==> config.mk <==
export PLATFORM = sky130hd
export DESIGN_NAME = neuai_bcd_seg_counter
export DESIGN_NICKNAME = d
export VERILOG_FILES = /design/src/rtl/neuai_seg_pkg.sv /design/src/rtl/neuai_seg7_enc.sv /design/src/rtl/neuai_bcd_seg_counter.sv
export SDC_FILE = /design/constraint.sdc
export NUM_CORES = 1
export LEC_CHECK = 0
export ABC_CLOCK_PERIOD_IN_PS = 5500
export BUFFER_PORTS_ARGS = -buffer_cell sky130_fd_sc_hd__clkbuf_2
export CORE_AREA = 2 2 76 78
export DETAILED_ROUTE_END_ITERATION = 12
export DIE_AREA = 0 0 78 80
export PLACE_DENSITY = 0.64
export RECOVER_POWER = 25
export SKIP_CTS_REPAIR_TIMING = 1
export SLEW_MARGIN = 20
export SYNTH_ARGS = -nofsm -noshare
export SYNTH_HDL_FRONTEND = slang
export SYNTH_SLANG_ARGS = --single-unit
==> constraint.sdc <==
create_clock -name w_clk_1s -period 5.5 [get_ports w_clk_1s]
set_input_delay 1.375 -clock w_clk_1s [delete_from_list [all_inputs] [get_ports w_clk_1s]]
set_output_delay 1.375 -clock w_clk_1s [all_outputs]
set_load 0.01 [all_outputs]
==> src/rtl/neuai_seg_pkg.sv <==
// Shared definitions for the BCD seconds counter:
// segment codes, blank code, FSM state type and a BCD clamp helper.
package neuai_seg_pkg;

    // Control FSM states; encodings are visible on o_state.
    typedef enum logic [1:0] {
        ST_IDLE  = 2'd0,
        ST_RUN   = 2'd1,
        ST_PAUSE = 2'd2,
        ST_DONE  = 2'd3
    } state_e;

    // Active-high segment codes, bit order p g f e d c b a (dp clear).
    localparam logic [7:0] SEG_CODE [0:9] = '{
        8'h3F, 8'h06, 8'h5B, 8'h4F, 8'h66,
        8'h6D, 8'h7D, 8'h07, 8'h7F, 8'h6F
    };

    // Active-high code of a dark digit (dp included).
    localparam logic [7:0] SEG_BLANK = 8'h00;

    // Saturate a nibble to a legal BCD digit.
    function automatic logic [3:0] bcd_clamp(input logic [3:0] d);
        return (d > 4'd9) ? 4'd9 : d;
    endfunction

endpackage

==> src/rtl/neuai_seg7_enc.sv <==
// Combinational single-digit 7-segment encoder with blanking and dp.
// Output polarity is selected by SEG_ACT_LOW and applies after blanking.
module neuai_seg7_enc
    import neuai_seg_pkg::*;
#(
    parameter bit SEG_ACT_LOW = 1'b0
) (
    input  logic [3:0] bcd_i,
    input  logic       blank_i,
    input  logic       dp_i,
    output logic [7:0] seg_o
);

    logic [7:0] raw;

    // Look up the digit pattern, overlay dp, then apply output polarity.
    always_comb begin
        raw = SEG_BLANK;
        if (!blank_i) begin
            if (bcd_i <= 4'd9) begin
                raw = SEG_CODE[bcd_i];
            end
            raw[7] = dp_i;
        end
        seg_o = SEG_ACT_LOW ? ~raw : raw;
    end

endmodule

==> src/rtl/neuai_bcd_seg_counter.sv <==
// N-digit BCD seconds counter with run/pause/done control, preset load,
// wrap-or-stop terminal handling and registered per-digit 7-seg outputs.
module neuai_bcd_seg_counter
    import neuai_seg_pkg::*;
#(
    parameter int unsigned N_DIGITS    = 2,
    parameter bit          WRAP_EN     = 1'b1,
    parameter bit          SEG_ACT_LOW = 1'b0,
    parameter bit          LZB_EN      = 1'b0
) (
    input  logic                    w_clk_1s,
    input  logic                    w_rst,
    input  logic                    i_start,
    input  logic                    i_pause,
    input  logic                    i_dir,
    input  logic                    i_load,
    input  logic [4*N_DIGITS-1:0]   i_load_bcd,
    output logic [4*N_DIGITS-1:0]   o_bcd,
    output logic [8*N_DIGITS-1:0]   o_seg,
    output logic                    o_tc,
    output logic [1:0]              o_state
);

    localparam int unsigned BW = 4 * N_DIGITS;
    localparam int unsigned SW = 8 * N_DIGITS;
    localparam logic [7:0]  BLANK_OUT = SEG_ACT_LOW ? ~SEG_BLANK : SEG_BLANK;

    state_e          state_q, state_d;
    logic [BW-1:0]   cnt_q, cnt_d;
    logic [BW-1:0]   preset_q, preset_d;
    logic            tc_q, tc_d;
    logic            hb_q, hb_d;
    logic [SW-1:0]   seg_q, seg_d;

    logic [BW-1:0]   load_cl;
    logic [BW-1:0]   cnt_up, cnt_dn, step_val;
    logic            all_nine, all_zero, term;
    logic [N_DIGITS-1:0] blank, dp;

    // Clamp each preset nibble to 0..9.
    always_comb begin
        load_cl = '0;
        for (int unsigned k = 0; k < N_DIGITS; k++) begin
            load_cl[4*k +: 4] = bcd_clamp(i_load_bcd[4*k +: 4]);
        end
    end

    // Ripple-carry increment and ripple-borrow decrement of the count,
    // plus terminal detection for both directions.
    always_comb begin : p_step
        logic       carry;
        logic       borrow;
        logic [3:0] dig;
        cnt_up   = '0;
        cnt_dn   = '0;
        all_nine = 1'b1;
        all_zero = 1'b1;
        carry    = 1'b1;
        borrow   = 1'b1;
        dig      = '0;
        for (int unsigned k = 0; k < N_DIGITS; k++) begin
            dig      = cnt_q[4*k +: 4];
            all_nine = all_nine & (dig == 4'd9);
            all_zero = all_zero & (dig == 4'd0);
            if (carry) begin
                if (dig == 4'd9) begin
                    cnt_up[4*k +: 4] = 4'd0;
                end else begin
                    cnt_up[4*k +: 4] = dig + 4'd1;
                    carry = 1'b0;
                end
            end else begin
                cnt_up[4*k +: 4] = dig;
            end
            if (borrow) begin
                if (dig == 4'd0) begin
                    cnt_dn[4*k +: 4] = 4'd9;
                end else begin
                    cnt_dn[4*k +: 4] = dig - 4'd1;
                    borrow = 1'b0;
                end
            end else begin
                cnt_dn[4*k +: 4] = dig;
            end
        end
        term     = i_dir ? all_nine : all_zero;
        step_val = i_dir ? cnt_up : cnt_dn;
    end

    // Control FSM and count/preset next-state; load outranks start,
    // start outranks pause.
    always_comb begin
        state_d  = state_q;
        cnt_d    = cnt_q;
        preset_d = preset_q;
        tc_d     = 1'b0;
        hb_d     = hb_q;
        case (state_q)
            ST_IDLE: begin
                if (i_load) begin
                    cnt_d    = load_cl;
                    preset_d = load_cl;
                end else if (i_start) begin
                    state_d = ST_RUN;
                end
            end
            ST_RUN: begin
                hb_d = ~hb_q;
                // Load is ignored here, so start is the top live request
                // and keeps the counter running even if pause is also high.
                if (i_start || !i_pause) begin
                    if (term) begin
                        tc_d = 1'b1;
                        if (WRAP_EN) begin
                            cnt_d = step_val;
                        end else begin
                            state_d = ST_DONE;
                        end
                    end else begin
                        cnt_d = step_val;
                    end
                end else begin
                    state_d = ST_PAUSE;
                end
            end
            ST_PAUSE: begin
                if (i_load) begin
                    cnt_d    = load_cl;
                    preset_d = load_cl;
                end else if (i_start) begin
                    state_d = ST_RUN;
                end
            end
            ST_DONE: begin
                if (i_load) begin
                    cnt_d    = load_cl;
                    preset_d = load_cl;
                    state_d  = ST_IDLE;
                end else if (i_start) begin
                    cnt_d   = preset_q;
                    state_d = ST_RUN;
                end
            end
            default: begin
                state_d = ST_IDLE;
            end
        endcase
    end

    // Leading-zero blanking and dp heartbeat, derived from next-state values
    // so the registered segments line up with the registered count.
    always_comb begin : p_decor
        logic            hz;
        logic            dz;
        int unsigned     k;
        blank = '0;
        dp    = '0;
        hz    = 1'b1;
        dz    = 1'b0;
        k     = 0;
        for (int unsigned i = 0; i < N_DIGITS; i++) begin
            k  = N_DIGITS - 1 - i;
            dz = (cnt_d[4*k +: 4] == 4'd0);
            if (LZB_EN && (k != 0) && hz && dz) begin
                blank[k] = 1'b1;
            end
            hz = hz & dz;
        end
        dp[0] = (state_d == ST_RUN) & hb_d;
    end

    for (genvar g = 0; g < N_DIGITS; g++) begin : g_enc
        neuai_seg7_enc #(
            .SEG_ACT_LOW (SEG_ACT_LOW)
        ) u_enc (
            .bcd_i   (cnt_d[4*g +: 4]),
            .blank_i (blank[g]),
            .dp_i    (dp[g]),
            .seg_o   (seg_d[8*g +: 8])
        );
    end

    // State, count, preset, pulse and segment registers.
    always_ff @(posedge w_clk_1s or negedge w_rst) begin
        if (!w_rst) begin
            state_q  <= ST_IDLE;
            cnt_q    <= '0;
            preset_q <= '0;
            tc_q     <= 1'b0;
            hb_q     <= 1'b0;
            seg_q    <= {N_DIGITS{BLANK_OUT}};
        end else begin
            state_q  <= state_d;
            cnt_q    <= cnt_d;
            preset_q <= preset_d;
            tc_q     <= tc_d;
            hb_q     <= hb_d;
            seg_q    <= seg_d;
        end
    end

    assign o_bcd   = cnt_q;
    assign o_seg   = seg_q;
    assign o_tc    = tc_q;
    assign o_state = state_q;

endmodule

# == After elaboration in Yosys (flattened, before gate mapping) ==
# Memories as Yosys holds them, arrays and structs flattened.
# Index checks and enable logic that the tools add are counted.
# totals
ff_bits,35
input_bits,14
n_memories,2
output_inout_bits,27
rom_bits,256
wordCells,70
# mem_list
memory,words,width,read_ports,rd_clocked_by_memory_dff,write_ports,line,rtl
(name not given),16,8,1,0,0,neuai_seg7_enc.sv:21,raw = SEG_CODE[bcd_i];
(name not given),16,8,1,0,0,neuai_seg7_enc.sv:21,
# classes
magnitude_cmp,6
n_eq_ne,6
n_bitwise,6
n_addsub,4
n_reduce_logical,8
n_mux,32
# op_table
op,count
$mux 7,6
$mux 8,5
$mux 4,8
$pmux 8 s3,1
$ge 5x5->1 const B,2
$not 4->5,2
$add 4x1->4 const B,2
$eq 4x4->1 const B,2
$gt 4x4->1 const B,2
$le 4x4->1 const B,2
$logic_not 4->1,2
$mux 2,4
$sub 4x1->4 const B,2
$mux 1,7
$pmux 2 s3,1
$eq 2x1->1 const B,2
$eq 2x2->1 const B,2
$and 1x1->1,3
$reduce_or 3->1,1
$logic_not 2->1,1
$reduce_and 2->1,1
$reduce_or 2->1,1
$logic_not 1->1,1
$logic_or 1x1->1,1
$not 1->1,1

# == Depth between registers and ports, before layout ==
# Gate-level depths: netlist of run 1.
# depth
word_depth,11
depth_mapped,10
depth_no_buf,9

# == By module ==
# A second synthesis of run 1 with hierarchy kept.
# hier_totals
cells_unflattened,258
area_unflattened_um2,2354.8
# by_module_without_submodules
mod,cells_each,area_per_inst_um2,n_inst,seq_area_each_um2
neuai_bcd_seg_counter,196,1906.8,1,900.9
neuai_seg7_enc,31,224.0,2,0.0

# == Least setup slack after synthesis of run 1 ==
# No wires, ideal clock.
# synth_timing
path_type,input port to flip-flop
from,in i_dir
to,reg seg_q[14] (netlist: o_seg[14])
n_path_buf,0
path_slack_ns,2.027
arrival_ns,3.345
required_ns,5.372
setup_ns,0.128
cell_stages,9
cell_sequence,or3_1 > a211oi_1 > xnor2_1 > o21ai_0 > inv_1 > ha_1 > or2_2 > mux2i_1 > o22ai_1
# synth_between
elab_chain_len,8
elab_cells_between_ends,9
cone_classes,1 x order compare; 6 x mux; 1 x bitwise; 1 x memory
# synth_rtl
element,line,rtl
start: declaration,neuai_bcd_seg_counter.sv:15,"input logic i_dir,"
$mux 8 *,neuai_bcd_seg_counter.sv:87,step_val = i_dir ? cnt_up : cnt_dn;
$mux 8 *,neuai_bcd_seg_counter.sv:111,if (i_start || !i_pause) begin
$pmux 8 s3 *,neuai_bcd_seg_counter.sv:98,case (state_q)
via cnt_d[4],neuai_bcd_seg_counter.sv:29,"logic [BW-1:0] cnt_q, cnt_d;"
$not 4->5 (implied by the code),neuai_seg7_enc.sv:21,
$mem_v2 16x8,--,
$mux 7 (implied by the code) (2 in series),neuai_seg7_enc.sv:21,
$mux 7 *,neuai_seg7_enc.sv:20,if (bcd_i <= 4'd9) begin
via g_enc[1].u_enc.seg_o[6],neuai_seg7_enc.sv:11,output logic [7:0] seg_o
end signal: assignment,neuai_bcd_seg_counter.sv:191,seg_q <= {N_DIGITS{BLANK_OUT}};
end signal: assignment,neuai_bcd_seg_counter.sv:198,seg_q <= seg_d;
end: declaration,neuai_bcd_seg_counter.sv:33,"logic [SW-1:0] seg_q, seg_d;"
# The timed path passes the listed nets; every way through them passes the cells marked *. The select of a mux whose other input is x is not followed.
# A chain may end at the register's enable or synchronous reset.

# == Final worst setup path of run 1 ==
# layout_timing
from,in i_start
to,reg seg_q[14] (netlist: o_seg[14])
# layout_between
elab_chain_len,8
elab_cells_between_ends,11
cone_classes,1 x order compare; 7 x mux; 1 x bitwise; 1 x reduce/logical; 1 x memory
# layout_rtl
element,line,rtl
start: declaration,neuai_bcd_seg_counter.sv:13,"input logic i_start,"
$mux 8 or $logic_or 1x1->1 (tied branches),"neuai_bcd_seg_counter.sv:139, neuai_bcd_seg_counter.sv:111",
$mux 8 (on tied branches),"neuai_bcd_seg_counter.sv:135, neuai_bcd_seg_counter.sv:111",
$pmux 8 s3 *,neuai_bcd_seg_counter.sv:98,
via cnt_d[4],neuai_bcd_seg_counter.sv:29,
$not 4->5 (implied by the code),neuai_seg7_enc.sv:21,
$mem_v2 16x8,--,
$mux 7 (implied by the code) (2 in series),neuai_seg7_enc.sv:21,
$mux 7 *,neuai_seg7_enc.sv:20,
via g_enc[1].u_enc.seg_o[6],neuai_seg7_enc.sv:11,
# Marked as above.

==> flow_metrics.py, run 1 <==
metrics = {
    "outcome": {
        "status": "finished, violations left",
        "violations": "capacitance limit, slew limit",
    },
    "worst_setup_path": {
        "max_stage_delay_ns": 0.55,
        "crit_family": "simple AND/OR/NAND/NOR gates",
        "cpMaxStageDelayCell": "o21ai_0",
        "cp-start-kind": "input port",
        "path_class": "input port to register",
        "cp.required_ns": 5.64,
        "path_cells": "clkbuf_2, nor2b_1, a211oi_1, xnor2_1, o21ai_0, inv_1, ha_1, or2_2, mux2i_1, o22ai_1",
        "critPathBufInv": 2,
        "worstPathMaxFanout": 12,
        "endpoint_kind": "register",
        "cp.arrival_ns": 3.94,
    },
    "die": {
        "pin_count": 41,
        "die_x_um": 78,
        "core_sq_um": 5410,
        "die_h_um": 80,
        "start_util_pct": 43.7,
        "dieArea_sq_um": 6240,
        "row_count": 27,
    },
    "worst_hold_path": {
        "hold_path_class": "register to register",
    },
    "clock_tree": {
        "cts-root-buf": "clkbuf_8",
        "cts_tree": "done",
        "cts.sinks": 35,
        "clk_latency_ns": 0.29,
        "clock_path_buffers": 2,
        "cts_inserted_buffers": 5,
        "clk_pin_slew_ns": 0.07,
        "htreeDepth": 2,
    },
    "cells_and_area": {
        "drive_gt1_share_pct": 23.1,
        "fillers": 533,
        "multiInputGateArea_sq_um": 1330,
        "antenna_cells_inserted": 0,
        "regArea_sq_um": 876,
        "syn2layout_area_growth_pct": 11.8,
        "stdcell_count": 358,
        "fin_nets": 311,
    },
    "power_and_ir_drop": {
        "ir_drop_mv": 0.290,
        "finalPower_w": 0.00146,
        "power_density_nw_per_um2": 554,
        "p_leak_nw": 1.20,
    },
    "route": {
        "first_pass_iters": 4,
        "wl_per_cell_um": 14.7,
        "drcViolationCount": 0,
        "via_count": 1966,
        "drtIter0Drc": 123,
        "wl_mm": 5.26,
        "drtAntennaViolNets": 0,
        "viasPerCell": 5.49,
    },
    "yosys": {
        "synth_flop_cell": "dfrtp_1",
        "syn_nets": 284,
        "synth-seq-area-share_pct": 37.1,
        "synth_cells": 258,
        "yosysUniqueCellTypes": 57,
        "synth_top_area_share_pct": 37.1,
        "synthesis.area_sq_um": 2360,
        "synth_edf_count": 0,
        "yosys.area.top_type": "dfrtp_1",
        "synth.ff_latch_count": 35,
        "synth.area.top_cells": "dfrtp_1 37%, ha_1 6.4%, o21ai_0 4.4%",
        "yosys_warnings": 0,
        "synthArstFlopShare_pct": 100,
        "syn_avg_cell_area_sq_um": 9.16,
    },
    "placed_design": {
        "gp_congestion": 0.826,
        "dp_hpwl_mm": 3.72,
        "io_buffers": 39,
        "dp_cells": 350,
    },
    "global_routing": {
        "track_usage_pct": 18.2,
        "grt_max_degree": 36,
        "grt_overflow_total": 0,
        "grt_pass1_wl_mm": 8.88,
        "first_global_vias": 1804,
        "antenna_found_initial": 0,
    },
    "timing": {
        "tns_ns": 0,
        "setup_viol": 0,
        "slew_violations": 36,
        "clock.fmax_mhz": 263,
        "worstMarginPinSlew_ns": 1.94,
        "slew_headroom_pct": -29.6,
        "fin_crit_sh_pct": 69.1,
        "period_minus_slack_ns": 3.80,
        "finClkSkew_ns": 0.00387,
        "rsz0062_at_grt": "false",
        "finalHoldViolCount": 0,
    },
    "run": {
        "maxCapViolCount": 1,
    },
}
[worst register-to-register path: stages (launching register included)]
cell      delay, ns
dfrtp_1        0.60
or3_1          0.48
a211oi_1       0.28
xnor2_1        0.10
o21ai_0        0.55
inv_1          0.19
ha_1           0.27
or2_2          0.32
mux2i_1        0.15
o22ai_1        0.10
[registers in the layout, summed over array words and instances (netlist names)]
name	cells
o_state	2
hb_q	1
o_bcd	8
o_seg	15
preset_q	8
o_tc	1
[report_power, final]
| part | leakage (nW) | internal, W | total (W) | switching [W] |
|---|---|---|---|---|
| sequential | 0.425 | 0.000368 | 0.000519 | 0.000151 |
| combinational | 0.721 | 0.000326 | 0.000736 | 0.000410 |
| clock | 0.0515 | 0.000114 | 0.000210 | 0.0000954 |
[synth_stat cells, drive strengths merged (5+ instances only)]
master and n:
a211o 5, nor3 7, nor2 16, o22ai 7
clkbuf 6, o21ai 22, dfrtp 35, nand2b 8
a31oi 5, nand2 18, ha 12, nor2b 6
buf 13, nand3 7, or2 5, xnor2 5
mux2i 8, a211oi 7, mux2 5, a21oi 11
inv 11
[cell usage in the layout (no fill, tap or decap), types with 5 or more instances in the layout]
cell      Yosys  final
nor2b_1       6      6
ha_1         12     12
nor2_1       15     15
nand3_1       7      7
mux2i_1       8      8
inv_1        11     11
dfrtp_1      35     35
clkbuf_8      0      7
nor3_1        5      5
mux2_2        5      5
o21ai_0      21     21
o22ai_1       7      7
a21oi_1      11     11
xnor2_1       5      5
nand2_1      18     18
clkbuf_2      0     38
a211oi_1      7      7
nand2b_1      8      8
[final cells by class]
cell class                 instances  area share [%]
clock buffer                       8            3.79
inverter                          12            1.89
multi-input combinational        192            50.4
sequential                        35            33.1
tap                               72            3.41
timing repair buffer              39            7.34
[stage by stage]
step	util, %	worst slack [ns]	cell area (sq um)	hold WS [ns]
2_1_floorplan	-	2.03	2360	0.442
3_3_place_gp	47.1	1.56	2540	0.460
3_5_place_dp	47.1	1.41	2540	0.470
4_1_cts	48.9	1.72	2640	0.486
5_1_grt	48.9	1.43	2640	0.519
6_report	48.9	1.70	2640	0.484
[final timing paths]
check	from	end	slack, ns	depth (start not counted)
worst min-delay path	preset_q[5]	preset_q[5]	0.48	2
worst max-delay path	i_start	o_seg[14]	1.70	10
max in group asynchronous	w_rst	o_seg[7]	2.77	1
worst max register to register	o_bcd[0]	o_seg[14]	2.30	9
min in group asynchronous	w_rst	preset_q[1]	1.62	1
worst min register to register	preset_q[5]	preset_q[5]	0.48	2
[metal layers]
metal | vias to the layer above | global-route usage (%) | wire length (um)
li1 | 979 | - | -
met4 | 0 | 6.84 | 92
met5 | - | 0 | 0
met2 | 45 | 27.2 | 2360
met1 | 937 | 25.5 | 2510
met3 | 5 | 4.07 | 299
[logic make-up (layout without fill, tap and decap cells)]
group	count (synthesis)	in the layout	share of synthesized area (%)
flops	35	35	37.1
compound gates	75	75	22.0
simple gates	85	85	19.9
xor+xnor	6	6	2.22
mux	13	13	5.77
other cells	1	1	0.159
buf+inv	31	59	6.56
fa+ha+maj	12	12	6.35
Note: power is estimated with default switching activity, not from simulation.
==> run 2, diff against run 1 <==
Settings changed: ABC_AREA from default to 1, ABC_CLOCK_PERIOD_IN_PS 5500 to 3640, CORE_AREA 2 2 76 78 to 2 2 77 79, DIE_AREA 0 0 78 80 to 0 0 79 81, PLACE_DENSITY 0.64 to 0.63.
Clock period 5.5 ns to 3.64 ns, I/O delays scaled along.
==> run 2 against run 1 <==
Compared with the run above: the run still ends with capacitance limit, slew limit left; critical path depth grew 4; sequential power rose by 38%; global-route usage up 0.43 points; first-iteration DRC count increased by 28%; worst setup slack lost 0.83 ns; register-to-register slack worse by 1.4 ns; non-clock buffer count stayed put; utilization is 0.48 points lower; routed wire length is 2.7% higher; largest cell class unchanged; highest routed layer unchanged.
==> flow_metrics.py, run 2 <==
metrics = {
    "outcome": {
        "status": "finished, violations left",
        "violations": "capacitance limit, slew limit",
    },
    "die": {
        "row_count": 28,
        "pin_count": 41,
        "dieArea_sq_um": 6400,
        "die_x_um": 79,
        "core_sq_um": 5680,
        "start_util_pct": 42.5,
        "die_h_um": 81,
    },
    "worst_setup_path": {
        "endpoint_kind": "register",
        "cp.required_ns": 3.83,
        "cp-start-kind": "register",
        "cp.arrival_ns": 2.96,
        "worstPathMaxFanout": 8,
        "path_class": "register to register",
    },
    "timing": {
        "clock.fmax_mhz": 361,
        "setup_viol": 0,
        "period_minus_slack_ns": 2.77,
        "worstMarginPinSlew_ns": 1.86,
        "finalHoldViolCount": 0,
        "setup_ws_ns": 0.873,
        "slew_violations": 36,
        "hold_ws_ns": 0.468,
        "tns_ns": 0,
        "rsz0062_at_grt": "false",
        "finClkSkew_ns": 0.00451,
        "fin_crit_sh_pct": 76.0,
        "slew_headroom_pct": -23.9,
    },
    "clock_tree": {
        "cts.sinks": 35,
        "cts-root-buf": "clkbuf_8",
        "clock_path_buffers": 2,
        "htreeDepth": 2,
        "clk_latency_ns": 0.29,
        "clk_pin_slew_ns": 0.07,
        "cts_tree": "done",
        "cts_inserted_buffers": 5,
    },
    "route": {
        "first_pass_iters": 4,
        "viasPerCell": 4.94,
        "wl_mm": 5.40,
        "drcViolationCount": 0,
        "via_count": 2218,
        "drtAntennaViolNets": 0,
        "wl_per_cell_um": 12.0,
        "drtIter0Drc": 158,
    },
    "power_and_ir_drop": {
        "p_switching_w": 0.00114,
        "seqPwrFrac_pct": 30.5,
        "p_leak_nw": 1.47,
        "internal_power_w": 0.00120,
        "power_density_nw_per_um2": 853,
        "clkPwrFrac_pct": 13.3,
        "swShare_pct": 48.7,
        "ir_drop_mv": 0.412,
        "finalPower_w": 0.00234,
        "combinationalPowerShare_pct": 56.2,
    },
    "yosys": {
        "synth_top_area_share_pct": 36.3,
        "synth_edf_count": 0,
        "synth.cells.most_frequent": "87 x nand2_1, 35 x dfrtp_1, 35 x nor2_1",
        "yosysMostFrequentCell": "nand2_1",
        "synthesis.area_sq_um": 2410,
        "synth.area.top_cells": "dfrtp_1 36%, nand2_1 14%, ha_1 6.2%",
        "yosys.area.top_type": "dfrtp_1",
        "yosys_warnings": 0,
        "syn_nets": 358,
        "syn_avg_cell_area_sq_um": 7.26,
        "synth-seq-area-share_pct": 36.3,
        "synth_cells": 332,
        "synthArstFlopShare_pct": 100,
        "synth.ff_latch_count": 35,
        "synth_flop_cell": "dfrtp_1",
        "yosysUniqueCellTypes": 33,
    },
    "cells_and_area": {
        "regArea_sq_um": 876,
        "multiInputGateArea_sq_um": 1310,
        "drive_gt1_share_pct": 23.8,
        "largest_register_ffs": 15,
        "antenna_cells_inserted": 0,
        "fillers": 595,
        "layout_common_cells": "87 x nand2_1, 38 x clkbuf_2, 36 x nor2_1",
        "fin_nets": 399,
        "stdcell_count": 449,
        "syn2layout_area_growth_pct": 14.0,
        "final_common_cell": "nand2_1",
    },
    "global_routing": {
        "grt_overflow_total": 0,
        "antenna_found_initial": 0,
        "grt_max_degree": 36,
        "first_global_vias": 2074,
        "grt_pass1_wl_mm": 9.35,
        "track_usage_pct": 18.6,
    },
    "placed_design": {
        "dp_cells": 441,
        "dp_hpwl_mm": 4.08,
        "gp_congestion": 0.890,
        "preCtsSetupSlack_ns": 0.706,
        "io_buffers": 39,
    },
    "run": {
        "maxCapViolCount": 1,
    },
    "worst_hold_path": {
        "hold_path_class": "register to register",
    },
}
-- run 2: path summary, 6_finish.rpt --
path	from	endpoint	slack [ns]	depth (start not counted)
setup / recovery	o_state[0]	o_seg[0]	0.87	14
hold / removal	hb_q	hb_q	0.47	1
setup reg to reg	o_state[0]	o_seg[0]	0.87	14
hold reg to reg	hb_q	hb_q	0.47	1
max in group asynchronous	w_rst	o_seg[2]	1.45	1
min in group asynchronous	w_rst	o_seg[14]	1.12	1
-- run 2: power groups by stage --
stage | Sequential [W] | Combinational (W) | Clock (W)
final | 0.000714 | 0.00132 | 0.000312
after global routing | 0.000733 | 0.00152 | 0.000337
after CTS | 0.000718 | 0.00134 | 0.000324
after detailed placement | 0.000724 | 0.00133 | 0
after global placement | 0.000725 | 0.00132 | 0
after floorplan | 0.000755 | 0.000925 | 0
-- run 2: layout make-up --
cell class              count  share of cell area (%)
multi-input cells         245                    47.5
repair buffers             39                    7.06
flip-flops and latches     35                    31.9
well taps                  75                    3.42
inverters                  47                    6.51
clock buffers               8                    3.64
-- run 2: metrics by stage --
step           utilization, %  cell area [sq um]
4_1_cts                  48.7               2770
3_3_place_gp             47.0               2670
2_1_floorplan               -               2410
3_5_place_dp             47.0               2670
5_1_grt                  48.4               2750
6_report                 48.4               2750
-- run 2: per-layer routing --
metal,vias to the layer above,wire length (um),GRT usage [%]
li1,1132,-,-
met3,8,243,3.78
met5,-,0,0
met1,1024,2550,23.6
met2,54,2520,31.3
met4,0,90,7.07
-- run 2: logic make-up after synthesis --
group | after synthesis | share of synthesized area, %
XOR/XNOR | 2 | 0.727
AO/OA/AOI/OAI | 48 | 11.3
flip-flops | 35 | 36.3
AND/OR/NAND/NOR | 182 | 36.4
buffers and inverters | 52 | 8.87
other | 1 | 0.156
adder cells (fa/ha/maj) | 12 | 6.23
-- run 2: worst max-delay path: stages, from the launching register on --
cell	delay [ns]
dfrtp_1	0.46
inv_2	0.11
nor2_1	0.53
inv_2	0.15
nor2_8	0.19
nand2_1	0.06
o21ai_0	0.08
a21o_1	0.21
inv_2	0.08
ha_1	0.20
or2_2	0.30
nand2_1	0.10
nand2_2	0.08
nand2_1	0.07
inv_1	0.04
==> run 3, diff against run 2 <==
Settings changed: ABC_AREA 1 to 0, ABC_CLOCK_PERIOD_IN_PS 3640 to 2300, CORE_AREA 2 2 77 79 to 2 2 76 78, DIE_AREA 0 0 79 81 to 0 0 78 80, PLACE_DENSITY 0.63 to 0.66.
Clock period 3.64 ns to 2.3 ns, I/O delays scaled along.
==> run 3 against run 2 <==
Compared with the run above: the flow finishes with violations (setup timing); sequential power grew 46%; critical path depth fell by 5; routed wire length is 11% higher; maximum frequency grew 20%; global-route usage rose by 1.3 points; first-iteration DRC count shrank 54%; critical path type unchanged; die area is 2.5% lower; sequential share of layout area down 4.7 points; clock skew is 0.00064 ns lower; largest cell class unchanged.
==> flow_metrics.py, run 3 (synthesized netlist as in run 1, its figures left out) <==
metrics = {
    "clock_tree": {
        "htreeDepth": 2,
        "cts-root-buf": "clkbuf_8",
        "clk_latency_ns": 0.29,
        "clk_pin_slew_ns": 0.07,
        "clock_path_buffers": 2,
        "cts_inserted_buffers": 5,
        "cts_tree": "done",
        "cts.sinks": 35,
    },
    "placed_design": {
        "post_dp_cell_area_sq_um": 3060,
        "preCtsSetupSlack_ns": -0.264,
        "dp_hpwl_mm": 4.51,
        "gp_congestion": 0.863,
        "io_buffers": 39,
    },
    "run": {
        "maxCapViolCount": 0,
    },
    "cells_and_area": {
        "layout_common_cells": "62 x buf_4, 38 x clkbuf_2, 35 x dfrtp_1",
        "drive_gt1_share_pct": 40.9,
        "syn2layout_area_growth_pct": 36.2,
        "fin_nets": 375,
        "antenna_cells_inserted": 0,
        "final_common_cell": "buf_4",
        "largest_register_ffs": 15,
        "stdcell_area_sq_um": 3220,
    },
    "worst_hold_path": {
        "whs_path_depth": 2,
        "holdPathEnd": "preset_q[1]",
        "worstHoldStart": "preset_q[1]",
        "hold_path_class": "register to register",
    },
    "timing": {
        "slew_violations": 0,
        "setup_viol": 1,
        "rsz0062_at_grt": "true",
        "slew_headroom_pct": 15.8,
        "clock.fmax_mhz": 435,
        "period_minus_slack_ns": 2.30,
        "finalHoldViolCount": 0,
        "worstMarginPinSlew_ns": 1.26,
        "setup_ws_ns": -0.000692,
        "finClkSkew_ns": 0.00387,
        "fin_crit_sh_pct": 100,
    },
    "worst_setup_path": {
        "path_class": "register to register",
        "reg2reg_depth": 9,
        "r2r-start": "o_bcd[0]",
        "reg2reg_slack_ns": -0.0007,
        "cp.required_ns": 2.47,
        "endpoint_kind": "register",
        "worstPathMaxFanout": 7,
        "r2r-end": "o_seg[9]",
        "cp.arrival_ns": 2.47,
        "cp-start-kind": "register",
        "startpoint": "o_bcd[0]",
    },
    "power_and_ir_drop": {
        "ir_drop_mv": 0.700,
        "power_density_nw_per_um2": 1320,
        "p_leak_nw": 1.52,
    },
    "die": {
        "row_count": 27,
        "core_sq_um": 5410,
        "pin_count": 41,
        "dieArea_sq_um": 6240,
        "start_util_pct": 43.7,
        "die_x_um": 78,
        "die_h_um": 80,
    },
    "route": {
        "drtAntennaViolNets": 0,
        "via_count": 2199,
        "met3WireLength_um": 268,
        "wl_mm": 6.01,
        "wl_per_cell_um": 14.2,
        "wl_met2_mm": 2.76,
        "first_pass_iters": 4,
        "top_layer": "met4",
        "viasPerCell": 5.21,
        "drcViolationCount": 0,
        "wl_met1_mm": 2.93,
        "drtIter0Drc": 73,
    },
    "outcome": {
        "status": "finished, violations left",
        "violations": "setup timing",
    },
    "global_routing": {
        "antenna_found_initial": 0,
        "track_usage_pct": 19.9,
        "grt_pass1_wl_mm": 9.94,
        "grt_max_degree": 23,
        "first_global_vias": 2174,
        "grt_overflow_total": 0,
    },
}
-- run 3: final cells by class --
class | instances | area [sq um]
timing repair buffer | 103 | 683
multi-input combinational | 192 | 1420
clock buffer | 8 | 100
sequential | 35 | 876
tap | 72 | 90.1
inverter | 12 | 50.0
fill | 482 | 2190
-- run 3: per-layer routing --
metal  global-route usage, %  vias to the layer above
met4                    6.67                        0
li1                        -                     1104
met1                    27.3                     1037
met3                    3.28                        5
met2                    32.1                       53
met5                       0                        -
-- run 3: metrics by stage --
| stage | utilization, % | std cells | total power [W] | hold WS, ns | setup TNS [ns] |
|---|---|---|---|---|---|
| after floorplan | - | 258 | 0.00264 | 0.279 | -0.457 |
| after global placement | 56.7 | 412 | 0.00362 | 0.459 | -2.42 |
| after detailed placement | 56.7 | 412 | 0.00366 | 0.475 | -2.87 |
| after CTS | 58.5 | 420 | 0.00418 | 0.301 | -0.0256 |
| after global routing | 59.5 | 422 | 0.00460 | 0.510 | -0.954 |
| final | 59.5 | 422 | 0.00425 | 0.481 | -0.000692 |
-- run 3: critical path, cell delays in order (launching register included) --
cell	delay [ns]
dfrtp_1	0.45
or3_1	0.44
a211oi_2	0.24
xnor2_1	0.16
o21ai_2	0.09
buf_4	0.15
ha_2	0.19
or2_4	0.24
nor2_1	0.14
o22ai_1	0.10
-- run 3: how the worst max path moves through the flow --
stage,cells after the start,end,slack [ns]
finish,9,o_seg[9],-0.0007
floorplan,9,o_seg[13],-0.10
global route,9,o_seg[4],-0.14
global placement,10,o_seg[9],-0.25
detailed placement,10,o_seg[9],-0.26
CTS,9,o_seg[9],-0.01
-- run 3: report_power, final --
part           switching [W]  leakage, nW  internal [W]  total [W]
combinational        0.00140         1.04       0.00132    0.00272
sequential          0.000154        0.425      0.000883    0.00104
clock               0.000225       0.0515      0.000273   0.000499
